[src/rtl/alu_pkg.sv]
// alu_pkg
//   Shared definitions for the sequential ALU: the 4-bit operation
//   encoding, the controller state encoding and a helper that sizes the
//   iteration counter for a given operand width.
package alu_pkg;

    // Operation codes. sel[3]=0 is the arithmetic group, sel[3]=1 the
    // bitwise logic group. 4'b0101..4'b0111 are deliberately unnamed and
    // are reported as illegal by the top level.
    typedef enum logic [3:0] {
        OP_ADD  = 4'b0000,
        OP_SUB  = 4'b0001,
        OP_MUL  = 4'b0010,
        OP_DIV  = 4'b0011,
        OP_MOD  = 4'b0100,
        OP_AND  = 4'b1000,
        OP_OR   = 4'b1001,
        OP_XOR  = 4'b1010,
        OP_NOTA = 4'b1011,
        OP_NOTB = 4'b1100,
        OP_NAND = 4'b1101,
        OP_NOR  = 4'b1110,
        OP_XNOR = 4'b1111
    } op_t;

    // Controller states: waiting for work, iterating, holding a result.
    typedef enum logic [1:0] {
        IDLE = 2'd0,
        ITER = 2'd1,
        HOLD = 2'd2
    } state_t;

    // The counter must be able to hold the value W itself, hence the +1.
    function automatic int cntWidth(input int w);
        return $clog2(w) + 1;
    endfunction

endpackage

[src/rtl/alu_iter_core.sv]
// alu_iter_core
//   Iterative engine shared by MUL, DIV and MOD. MUL is a shift-add over a
//   2W-bit accumulator (one multiplier bit per cycle, LSB first). DIV/MOD
//   is restoring division with a (W+1)-bit trial remainder, producing one
//   quotient bit per cycle from the MSB of the dividend down.
//
// Ports
//   clk, rst_n   : clock, asynchronous active-low reset
//   i_load       : capture operands and start a W-step run
//   i_step       : perform one iteration this cycle
//   i_isDiv      : run mode captured on load (1 = divide, 0 = multiply)
//   i_a, i_b     : operands (a = multiplicand / dividend, b = multiplier / divisor)
//   o_finished   : the step performed this cycle is the last one
//   o_result     : value after this cycle's step; {remainder, quotient}
//                  in divide mode, the full product in multiply mode
module alu_iter_core
    import alu_pkg::*;
#(
    parameter int W = 32
) (
    input  logic           clk,
    input  logic           rst_n,
    input  logic           i_load,
    input  logic           i_step,
    input  logic           i_isDiv,
    input  logic [W-1:0]   i_a,
    input  logic [W-1:0]   i_b,
    output logic           o_finished,
    output logic [2*W-1:0] o_result
);

    localparam int CW = cntWidth(W);

    logic [CW-1:0]  r_count;
    logic           r_isDiv;
    logic [2*W-1:0] r_acc;
    // Multiplicand shifted left each step, or the divisor in its low W bits.
    logic [2*W-1:0] r_opnd;
    // Multiplier shifted right each step, or dividend bits shifted out at
    // the top while quotient bits shift in at the bottom.
    logic [W-1:0]   r_shift;
    logic [W-1:0]   r_rem;

    logic [2*W-1:0] w_accNext;
    logic [W:0]     w_trial;
    logic [W:0]     w_diff;
    logic [W-1:0]   w_remNext;
    logic [W-1:0]   w_quotNext;

    // Next-step values for both modes. A set MSB on the difference means
    // the trial remainder was smaller than the divisor, so it is restored.
    always_comb begin
        w_accNext  = r_acc + (r_shift[0] ? r_opnd : '0);
        w_trial    = {r_rem, r_shift[W-1]};
        w_diff     = w_trial - {1'b0, r_opnd[W-1:0]};
        w_remNext  = w_diff[W] ? w_trial[W-1:0] : w_diff[W-1:0];
        w_quotNext = {r_shift[W-2:0], ~w_diff[W]};
    end

    assign o_finished = (r_count == CW'(1));
    assign o_result   = r_isDiv ? {w_remNext, w_quotNext} : w_accNext;

    // Load seeds the registers for the selected mode; each step advances
    // the run until the counter is exhausted.
    always_ff @(posedge clk or negedge rst_n) begin
        if (!rst_n) begin
            r_count <= '0;
            r_isDiv <= 1'b0;
            r_acc   <= '0;
            r_opnd  <= '0;
            r_shift <= '0;
            r_rem   <= '0;
        end else if (i_load) begin
            r_count <= CW'(W);
            r_isDiv <= i_isDiv;
            r_acc   <= '0;
            r_rem   <= '0;
            if (i_isDiv) begin
                r_opnd  <= {{W{1'b0}}, i_b};
                r_shift <= i_a;
            end else begin
                r_opnd  <= {{W{1'b0}}, i_a};
                r_shift <= i_b;
            end
        end else if (i_step && (r_count != '0)) begin
            r_count <= r_count - CW'(1);
            if (r_isDiv) begin
                r_rem   <= w_remNext;
                r_shift <= w_quotNext;
            end else begin
                r_acc   <= w_accNext;
                r_opnd  <= r_opnd << 1;
                r_shift <= r_shift >> 1;
            end
        end
    end

endmodule

[src/rtl/alu_seq.sv]
// alu_seq
//   Multi-cycle ALU for the execute stage. One operation is accepted at a
//   time; single-step ops resolve on the accept edge, MUL/DIV/MOD run in
//   alu_iter_core for W cycles. The result is held until consumed.
//
// Ports
//   clk, rst_n    : clock, asynchronous active-low reset
//   i_in_valid    : request present          o_in_ready  : request accepted when high
//   i_a, i_b      : unsigned operands         i_sel       : operation code (op_t)
//   o_out_valid   : result held               i_out_ready : consumer takes the result
//   o_out         : 2W-bit result
//   o_div_zero    : held result is a div/mod by zero
//   o_illegal     : held result came from an unused opcode
module alu_seq
    import alu_pkg::*;
#(
    parameter int W = 32
) (
    input  logic           clk,
    input  logic           rst_n,
    input  logic           i_in_valid,
    output logic           o_in_ready,
    input  logic [W-1:0]   i_a,
    input  logic [W-1:0]   i_b,
    input  logic [3:0]     i_sel,
    output logic           o_out_valid,
    input  logic           i_out_ready,
    output logic [2*W-1:0] o_out,
    output logic           o_div_zero,
    output logic           o_illegal
);

    state_t         r_state;
    logic           r_inReady;
    logic           r_outValid;
    logic [2*W-1:0] r_out;
    logic           r_divZero;
    logic           r_illegal;
    logic           r_isMod;

    op_t            w_op;
    logic [W:0]     w_sum;
    logic [2*W-1:0] w_single;
    logic           w_illegalOp;
    logic           w_isIter;
    logic           w_isDiv;
    logic           w_isMod;
    logic           w_divZero;
    logic           w_accept;
    logic           w_load;
    logic           w_step;
    logic           w_finished;
    logic [2*W-1:0] w_iterResult;

    assign w_op  = op_t'(i_sel);
    assign w_sum = {1'b0, i_a} + {1'b0, i_b};

    // Single-step datapath, decoded straight from the request inputs so the
    // result can be registered on the accept edge. For DIV/MOD, w_single
    // carries the divide-by-zero answer, which is only used when b is 0.
    always_comb begin
        w_single    = '0;
        w_illegalOp = 1'b0;
        w_isIter    = 1'b0;
        w_isDiv     = 1'b0;
        w_isMod     = 1'b0;
        case (w_op)
            OP_ADD:  w_single = {{(W-1){1'b0}}, w_sum};
            OP_SUB:  w_single = {{W{1'b0}}, i_a} - {{W{1'b0}}, i_b};
            OP_MUL:  w_isIter = 1'b1;
            OP_DIV: begin
                w_isIter = 1'b1;
                w_isDiv  = 1'b1;
                w_single = {i_a, {W{1'b1}}};
            end
            OP_MOD: begin
                w_isIter = 1'b1;
                w_isDiv  = 1'b1;
                w_isMod  = 1'b1;
                w_single = {{W{1'b0}}, i_a};
            end
            OP_AND:  w_single = {{W{1'b0}}, i_a & i_b};
            OP_OR:   w_single = {{W{1'b0}}, i_a | i_b};
            OP_XOR:  w_single = {{W{1'b0}}, i_a ^ i_b};
            OP_NOTA: w_single = {{W{1'b0}}, ~i_a};
            OP_NOTB: w_single = {{W{1'b0}}, ~i_b};
            OP_NAND: w_single = {{W{1'b0}}, ~(i_a & i_b)};
            OP_NOR:  w_single = {{W{1'b0}}, ~(i_a | i_b)};
            OP_XNOR: w_single = {{W{1'b0}}, ~(i_a ^ i_b)};
            default: w_illegalOp = 1'b1;
        endcase
    end

    assign w_divZero = w_isDiv && (i_b == '0);
    assign w_accept  = i_in_valid && (r_state == IDLE);
    assign w_load    = w_accept && w_isIter && !w_divZero;
    assign w_step    = (r_state == ITER);

    alu_iter_core #(.W(W)) u_iterCore (
        .clk        (clk),
        .rst_n      (rst_n),
        .i_load     (w_load),
        .i_step     (w_step),
        .i_isDiv    (w_isDiv),
        .i_a        (i_a),
        .i_b        (i_b),
        .o_finished (w_finished),
        .o_result   (w_iterResult)
    );

    // Controller with registered handshake outputs. in_ready only returns
    // after the HOLD->IDLE edge, so accept and consume never coincide.
    always_ff @(posedge clk or negedge rst_n) begin
        if (!rst_n) begin
            r_state    <= IDLE;
            r_inReady  <= 1'b1;
            r_outValid <= 1'b0;
            r_out      <= '0;
            r_divZero  <= 1'b0;
            r_illegal  <= 1'b0;
            r_isMod    <= 1'b0;
        end else begin
            case (r_state)
                IDLE: begin
                    if (i_in_valid) begin
                        r_inReady <= 1'b0;
                        r_isMod   <= w_isMod;
                        if (w_isIter && !w_divZero) begin
                            r_state <= ITER;
                        end else begin
                            r_state    <= HOLD;
                            r_outValid <= 1'b1;
                            r_out      <= w_single;
                            r_divZero  <= w_divZero;
                            r_illegal  <= w_illegalOp;
                        end
                    end
                end
                ITER: begin
                    if (w_finished) begin
                        r_state    <= HOLD;
                        r_outValid <= 1'b1;
                        r_out      <= r_isMod ? {{W{1'b0}}, w_iterResult[2*W-1:W]}
                                              : w_iterResult;
                        r_divZero  <= 1'b0;
                        r_illegal  <= 1'b0;
                    end
                end
                HOLD: begin
                    if (i_out_ready) begin
                        r_state    <= IDLE;
                        r_outValid <= 1'b0;
                        r_inReady  <= 1'b1;
                    end
                end
                default: begin
                    r_state    <= IDLE;
                    r_outValid <= 1'b0;
                    r_inReady  <= 1'b1;
                end
            endcase
        end
    end

    assign o_in_ready  = r_inReady;
    assign o_out_valid = r_outValid;
    assign o_out       = r_out;
    assign o_div_zero  = r_divZero;
    assign o_illegal   = r_illegal;

endmodule

[config.mk]
export PLATFORM = sky130hd
export DESIGN_NAME = alu_seq
export DESIGN_NICKNAME = d
export VERILOG_FILES = /design/src/rtl/alu_pkg.sv /design/src/rtl/alu_iter_core.sv /design/src/rtl/alu_seq.sv
export SDC_FILE = /design/constraint.sdc
export NUM_CORES = 1
export LEC_CHECK = 0
export ABC_AREA = 1
export BUFFER_PORTS_ARGS = -buffer_cell sky130_fd_sc_hd__buf_2
export CAP_MARGIN = 5
export CORE_ASPECT_RATIO = 1.2
export CORE_UTILIZATION = 54
export CTS_CLUSTER_DIAMETER = 200
export DETAILED_ROUTE_END_ITERATION = 16
export PLACE_DENSITY = 0.68
export SETUP_SLACK_MARGIN = 0.05
export SYNTH_ARGS = -nofsm -noshare
export SYNTH_HDL_FRONTEND = slang
export SYNTH_SLANG_ARGS = --single-unit
[constraint.sdc]
create_clock -name clk -period 8.5 [get_ports clk]
set_input_delay 1.275 -clock clk [delete_from_list [all_inputs] [get_ports clk]]
set_output_delay 1.275 -clock clk [all_outputs]
set_load 0.01 [all_outputs]
==> results of run 1 <==
==> power by group <==
part / switching [W] / total [W] / internal [W]
Combinational: 0.00408 / 0.00585 / 0.00177
Clock: 0.000615 / 0.00138 / 0.000767
Sequential: 0.000393 / 0.00215 / 0.00176
Total: 0.00509 / 0.00938 / 0.00429
==> cells in the mapped netlist (22+ instances only) <==
| cell | instances | area [um2] |
|---|---|---|
| or2_0 | 22 | 137.6 |
| o21ai_0 | 300 | 1501 |
| clkbuf_1 | 85 | 319.1 |
| nand3_1 | 339 | 1697 |
| nand4_1 | 42 | 262.8 |
| a22o_1 | 27 | 236.5 |
| nor2_1 | 335 | 1257 |
| dfrtp_1 | 269 | 6731 |
| buf_2 | 60 | 300.3 |
| ha_1 | 212 | 2653 |
| o21ai_1 | 61 | 305.3 |
| a31oi_1 | 25 | 156.4 |
| inv_1 | 766 | 2875 |
| o21bai_1 | 27 | 202.7 |
| a21boi_1 | 23 | 172.7 |
| nand3b_1 | 30 | 225.2 |
| nor3_1 | 44 | 220.2 |
| xor2_1 | 26 | 227.7 |
| nor4_1 | 35 | 219.0 |
| buf_1 | 22 | 82.58 |
| nand2_1 | 1896 | 7117 |
| o211ai_1 | 29 | 217.7 |
| a21oi_1 | 226 | 1131 |
| o22ai_1 | 66 | 412.9 |
==> kinds of logic after synthesis <==
| group | after synthesis | synth area share |
|---|---|---|
| AO/OA/AOI/OAI | 843 | 0.1611 |
| XOR/XNOR | 47 | 0.01375 |
| adder cells (fa/ha/maj) | 216 | 0.09127 |
| buffers and inverters | 972 | 0.1275 |
| flip-flops | 270 | 0.2257 |
| AND/OR/NAND/NOR | 2776 | 0.3806 |
==> per-stage QoR <==
| stage | setup WS [ps] | power, W | area (um2) | cells | hold WS, ps |
|---|---|---|---|---|---|
| global route | 2977 | 0.01003 | 31960 | 5882 | 497.8 |
| finish | 3250 | 0.009381 | 31970 | 5884 | 470.7 |
| floorplan | 5204 | 0.006059 | 29940 | 5124 | 448.3 |
| global placement | 3169 | 0.007725 | 30950 | 5824 | 458.6 |
| detailed placement | 3068 | 0.007797 | 30950 | 5824 | 457.5 |
| CTS | 3678 | 0.009190 | 31960 | 5882 | 473.9 |
==> worst max path at each step <==
| stage | from | endpoint | slack [ps] | cells past startpoint |
|---|---|---|---|---|
| floorplan | i_a[0] | o_out[6]$_DFFE_PN0P_ | 5200 | 15 |
| finish | i_b[3] | u_iterCore.r_opnd[43]$_DFFE_PN0P_ | 3250 | 10 |
| CTS | i_sel[3] | u_iterCore.r_opnd[39]$_DFFE_PN0P_ | 3680 | 12 |
| global route | i_b[3] | u_iterCore.r_rem[15]$_DFFE_PN0P_ | 2980 | 10 |
| detailed placement | i_sel[3] | u_iterCore.r_opnd[55]$_DFFE_PN0P_ | 3070 | 12 |
| global placement | i_b[3] | u_iterCore.r_opnd[62]$_DFFE_PN0P_ | 3170 | 11 |
==> cell type report <==
type | count | area, um2
Fill cell | 5803 | 22840
Clock buffer | 40 | 849.6
Antenna cell | 2 | 5.005
Inverter | 783 | 2949
Timing Repair Buffer | 169 | 943.4
Multi-Input combinational cell | 3882 | 19400
Sequential cell | 270 | 6760
Tap cell | 720 | 900.9
Clock inverter | 18 | 162.7
==> state kept, by name (all words and copies together), names as in the netlist <==
name / count
o_out: 64
u_iterCore.r_count: 6
o_in_ready: 1
u_iterCore.r_acc: 64
o_out_valid: 1
u_iterCore.r_rem: 32
u_iterCore.r_opnd: 64
o_div_zero: 1
r_isMod: 1
r_state: 2
o_illegal: 1
u_iterCore.r_isDiv: 1
u_iterCore.r_shift: 32
==> layer usage <==
metal / vias up / global-route usage
li1: 16400 / -
met1: 16000 / 0.5274
met2: 2007 / 0.7772
met3: 646 / 0.07988
met4: 0 / 0.4664
met5: - / 0
==> worst max-delay path, cell delays in order <==
cell     delay [ps]
buf_2           120
nor4_1         1020
nand4_1         340
nor2_1          330
nand2_4         120
nand2_8         450
nand2_2         660
o21ai_4         570
inv_2           520
o22ai_1         270
==> summary.txt, run 1 <==
Logic synthesis
  – YS warnings: 0
  – Post-synthesis sequential area ratio: 0.2257
  – Mapped cell area: 0.02994 mm2
  – Ys flop type: dfrtp_1
  – Yosys reg bits: 270
  – Post-Syn Area per Cell: 5.843 um2
  – Ys async rst share: 1.000
  – Synth cell types: 57
  – Cell count after synthesis: 5124
  – EDFF count, synth: 0
  – Post-Syn Nets: 5412

Floorplanning
  – DIE AREA: 0.05639 mm2
  – Die X: 216.9 um
  – Core area: 0.05481 mm2
  – Rows: 94
  – Starting Density: 0.5463
  – Die H: 259.9 um
  – I/O pins: 140

Clock tree
  – Root buf cell: clkbuf_16
  – Total CTS buffers: 31
  – Post-CTS sizing: 0
  – CTS tree: built
  – Hold buffers post-CTS: 0
  – Skew-Pair Late Insertion Delay: 620 ps
  – Clock Pin Slew Worst Setup and Hold Paths: 70 ps
  – Max H-tree Level: 1
  – Sink Count: 270
  – Setup repair bufs after CTS: 0
  – CTS max path bufs: 3

Run
  – # Max-Cap Violations: 0

GRT
  – GRT Resource Usage Total: 0.4783
  – Largest net degree at the start of global routing: 158
  – First-pass GRT wire length: 200600 um
  – Vias in the first global route: 33360
  – Initial antenna violation count: 1
  – Global route overflow: 0

Worst setup path
  – Crit. End Element: register
  – Setup CP Type: input pin to register
  – R2r endpoint: o_out[60]$_DFFE_PN0P_
  – RR Startpoint: u_iterCore.r_shift[0]$_DFFE_PN0P_
  – Worst Setup Start Kind: input pin
  – R2R setup slack: 4250 ps
  – Worst r2r path cells: 16
  – Arrival time at the worst endpoint: 5740 ps
  – CP max FO: 100
  – CP required: 8990 ps

Routing
  – Detailed-route via count: 35050
  – DR DRC count: 0
  – DRT antenna net count: 0
  – Wire length per cell: 23.20 um
  – Met1 wire length: 47600 um
  – Vias per cell: 5.957
  – Max Used Layer: met4
  – WL met2: 60770 um
  – DRT iter0 DRCs: 4073
  – DR WL met3: 12130 um
  – Routed WL: 136500 um
  – First drt pass iteration count: 6

Layout
  – Final Util: 0.5833
  – Commonest cells after routing, fill and taps aside: nand2_1 (1895), inv_1 (766), nand3_1 (338), nor2_1 (331), o21ai_0 (300)
  – Nets: 5425
  – P&R area growth vs syn: 6.779%
  – Commonest non-fill, non-tap cell in the layout: nand2_1
  – Share of layout cells above drive strength 1: 0.05269

Timing
  – Fin. Hold Viols: 0
  – Slew headroom: 0.1579
  – Period utilisation layout: 0.6176
  – Fmax: 0.1905 GHz
  – Worst slew pin tran: 1250 ps
  – Final Setup Violations: 0
  – TNS Setup: 0 ps
  – RSZ-0062 raised after global routing: no
  – Fin. max-slew vios: 0
  – Fin Clk Skew: 36.64 ps
  – Minimum clock period: 5250 ps

Outcome
  – Outcome: finished clean

Placed design
  – PortBufs: 139
  – Routability Congestion: 1.177
  – DP HPWL: 106800 um

Power
  – Worst vdd ir: 0.2182 mV
  – PD cells: 293.4 mW/mm2
  – Leakage: 18.25 nW

Min path
  – HP Start: o_out_valid$_DFFE_PN0P_
  – Worst Hold End: o_out_valid$_DFFE_PN0P_
  – Hold Crit Depth: 2
  – Worst Hold Class: register to register
No activity file was read; power rests on OpenSTA's default activity.
==> inputs of run 2 (changes only) <==
==> constraint.sdc (replaced) <==
create_clock -name clk -period 5.3 [get_ports clk]
set_input_delay 0.795 -clock clk [delete_from_list [all_inputs] [get_ports clk]]
set_output_delay 0.795 -clock clk [all_outputs]
set_load 0.01 [all_outputs]
==> summary.txt, run 2 (synthesis results as in run 1) <==
Outcome
  – Outcome: finished clean

Timing
  – Worst slew pin tran: 1237 ps (-12.54 ps)
  – RSZ-0062 raised after global routing: no
  – TNS Setup: 0 ps (unchanged)
  – Fin. max-slew vios: 0 (unchanged)
  – Slew headroom: 0.1663 (+0.008447)
  – Final Setup Violations: 0 (unchanged)
  – Hold WS: 165.7 ps (-305.0 ps)
  – Fin Clk Skew: 46.08 ps (+9.435 ps)
  – Minimum clock period: 4626 ps
  – Fmax: 0.2162 GHz
  – Fin. Hold Viols: 0 (unchanged)
  – Period utilisation layout: 0.8728

Layout
  – Nets: 5445 (+0.37%)
  – Final Util: 0.5877 (+0.004383)
  – Filler cells: 5780 (-0.40%)
  – Share of layout cells above drive strength 1: 0.05577 (+0.003077)
  – Area taken by multi-input logic gates: 0.01940 mm2 (about the same)
  – Commonest non-fill, non-tap cell in the layout: nand2_1
  – Diodes inserted: 0 (-2)
  – Commonest cells after routing, fill and taps aside: nand2_1 (1894), inv_1 (766), nand3_1 (338), nor2_1 (332), o21ai_0 (300)
  – P&R area growth vs syn: 7.581%
  – Reg area: 0.006760 mm2 (unchanged)

Worst setup path
  – Critical Path Max Stage Delay: 1010 ps (about the same)
  – CP startpoint: u_iterCore.r_shift[0]$_DFFE_PN0P_
  – Max stage delay cell, worst path: nor4_2
  – CP Buf/Inv Count: 1 (-1)
  – Most frequent CP cell: nand2_1
  – Crit. End Element: register
  – Worst r2r path cells: 13 (-3)
  – Largest delay share family, worst path: simple AND/OR/NAND/NOR gates
  – R2R setup slack: 670 ps (-3580 ps)
  – Arrival time at the worst endpoint: 5100 ps (-640 ps)
  – Worst path depth: 13 (+3)
  – CP required: 5770 ps (-3220 ps)
  – CP cell instances: nand2_1 > inv_1 > ha_1 > nand2_1 > nor2_1 > nand2_1 > nor4_2 > nand2_1 > nand3_1 > nand3_1 > nand3_1 > nand2_1 > a21boi_1
  – R2r endpoint: o_out[28]$_DFFE_PN0P_
  – RR Startpoint: u_iterCore.r_shift[0]$_DFFE_PN0P_
  – Setup CP Type: register to register
  – CP max FO: 33 (-67%)
  – Worst Setup Start Kind: register

Clock tree
  – Setup repair bufs after CTS: 0 (unchanged)
  – Skew-Pair Late Insertion Delay: 590 ps (-30 ps)
  – Hold buffers post-CTS: 0 (unchanged)
  – Sink Count: 270 (unchanged)
  – Clock Pin Slew Worst Setup and Hold Paths: 60 ps (about the same)
  – CTS max path bufs: 3 (unchanged)
  – Max H-tree Level: 2 (+1)
  – Root buf cell: clkbuf_16
  – CTS tree: built
  – Post-CTS sizing: 0 (unchanged)
  – Total CTS buffers: 35 (+13%)

Floorplanning
  – Die X: 216.9 um (unchanged)
  – Rows: 94 (unchanged)
  – I/O pins: 140 (unchanged)
  – Die H: 259.9 um (unchanged)
  – Core area: 0.05481 mm2 (unchanged)
  – Starting Density: 0.5463 (unchanged)
  – DIE AREA: 0.05639 mm2 (unchanged)

Power
  – Switching share of total power: 0.5383 (-0.004378)
  – Leakage: 18.38 nW (+0.68%)
  – Post-layout power: 0.01533 W (+63%)
  – Clock share of power: 0.157 (+0.010)
  – P_sw: 0.008249 W (+62%)
  – PD cells: 475.8 mW/mm2 (+62%)
  – Internal Power: 0.007076 W (+65%)
  – Worst vdd ir: 0.3638 mV (+67%)
  – Sequential share of power: 0.233 (+0.004)
  – Combinational power share: 0.610 (-0.013)

Min path
  – Worst Hold Class: input pin to asynchronous set/reset pin

Routing
  – DR DRC count: 0 (unchanged)
  – Vias per cell: 5.977 (+0.33%)
  – Wire length per cell: 23.39 um (+0.82%)
  – DRT iter0 DRCs: 4086 (+0.32%)
  – Routed WL: 138100 um (+1.1%)
  – Detailed-route via count: 35280 (+0.64%)
  – First drt pass iteration count: 9 (+3)
  – DRT antenna net count: 0 (unchanged)

GRT
  – GRT Resource Usage Total: 0.4837 (+0.005412)
  – Largest net degree at the start of global routing: 76 (-52%)
  – Vias in the first global route: 33400 (+0.12%)
  – Global route overflow: 0 (unchanged)
  – Initial antenna violation count: 9 (+8)
  – First-pass GRT wire length: 202200 um (+0.80%)

Placed design
  – Routability Congestion: 1.161 (-1.4%)
  – PortBufs: 139 (unchanged)
  – DP HPWL: 106600 um (-0.19%)

Run
  – # Max-Cap Violations: 0 (unchanged)
run 2: metal layers:
metal / up-vias / GRT usage / wire length [um]
met4: 12 / 0.4754 / 16390
li1: 16420 / - / -
met1: 16160 / 0.5237 / 47850
met3: 676 / 0.1185 / 13810
met5: - / 0 / 73
met2: 2014 / 0.7673 / 59940
run 2: worst max path at each step:
stage                                                    to  slack (ps)
final                                 o_out[28]$_DFFE_PN0P_         670
after global routing                  o_out[60]$_DFFE_PN0P_         550
after CTS                             o_out[28]$_DFFE_PN0P_        1390
after detailed placement  u_iterCore.r_opnd[54]$_DFFE_PN0P_        1130
after global placement    u_iterCore.r_opnd[60]$_DFFE_PN0P_        1150
after floorplan                       o_out[60]$_DFFE_PN0P_        2340
run 2: worst register-to-register path, delay by kind of cell, from the launching register on:
family	cells	cell delay, ps
simple gates	10	3260
compound gates	1	140
buf+inv	1	90
fa+ha+maj	1	230
flops	1	840
run 2: metrics by stage:
| step | setup slack (ps) | std cells | cell area [um2] |
|---|---|---|---|
| after floorplan | 2339 | 5124 | 29940 |
| after global placement | 1146 | 5840 | 31100 |
| after detailed placement | 1132 | 5840 | 31100 |
| after CTS | 1391 | 5902 | 32200 |
| after global routing | 551.4 | 5902 | 32210 |
| final | 674.4 | 5902 | 32210 |
run 2: area by class of cell:
type	count	share of cell area
multi-input cells	3882	0.6024
flip-flops and latches	270	0.2099
inverters	783	0.09156
repair buffers	185	0.03380
clock buffers	47	0.02952
well taps	720	0.02797
clock inverters	15	0.004817
run 2: power by group through the flow:
stage	Clock [W]	Sequential, W	Combinational, W
after floorplan	0	0.00331	0.00640
after global placement	0	0.00354	0.00889
after detailed placement	0	0.00354	0.00902
after CTS	0.00241	0.00352	0.00908
after global routing	0.00248	0.00362	0.0103
final	0.00241	0.00357	0.00935
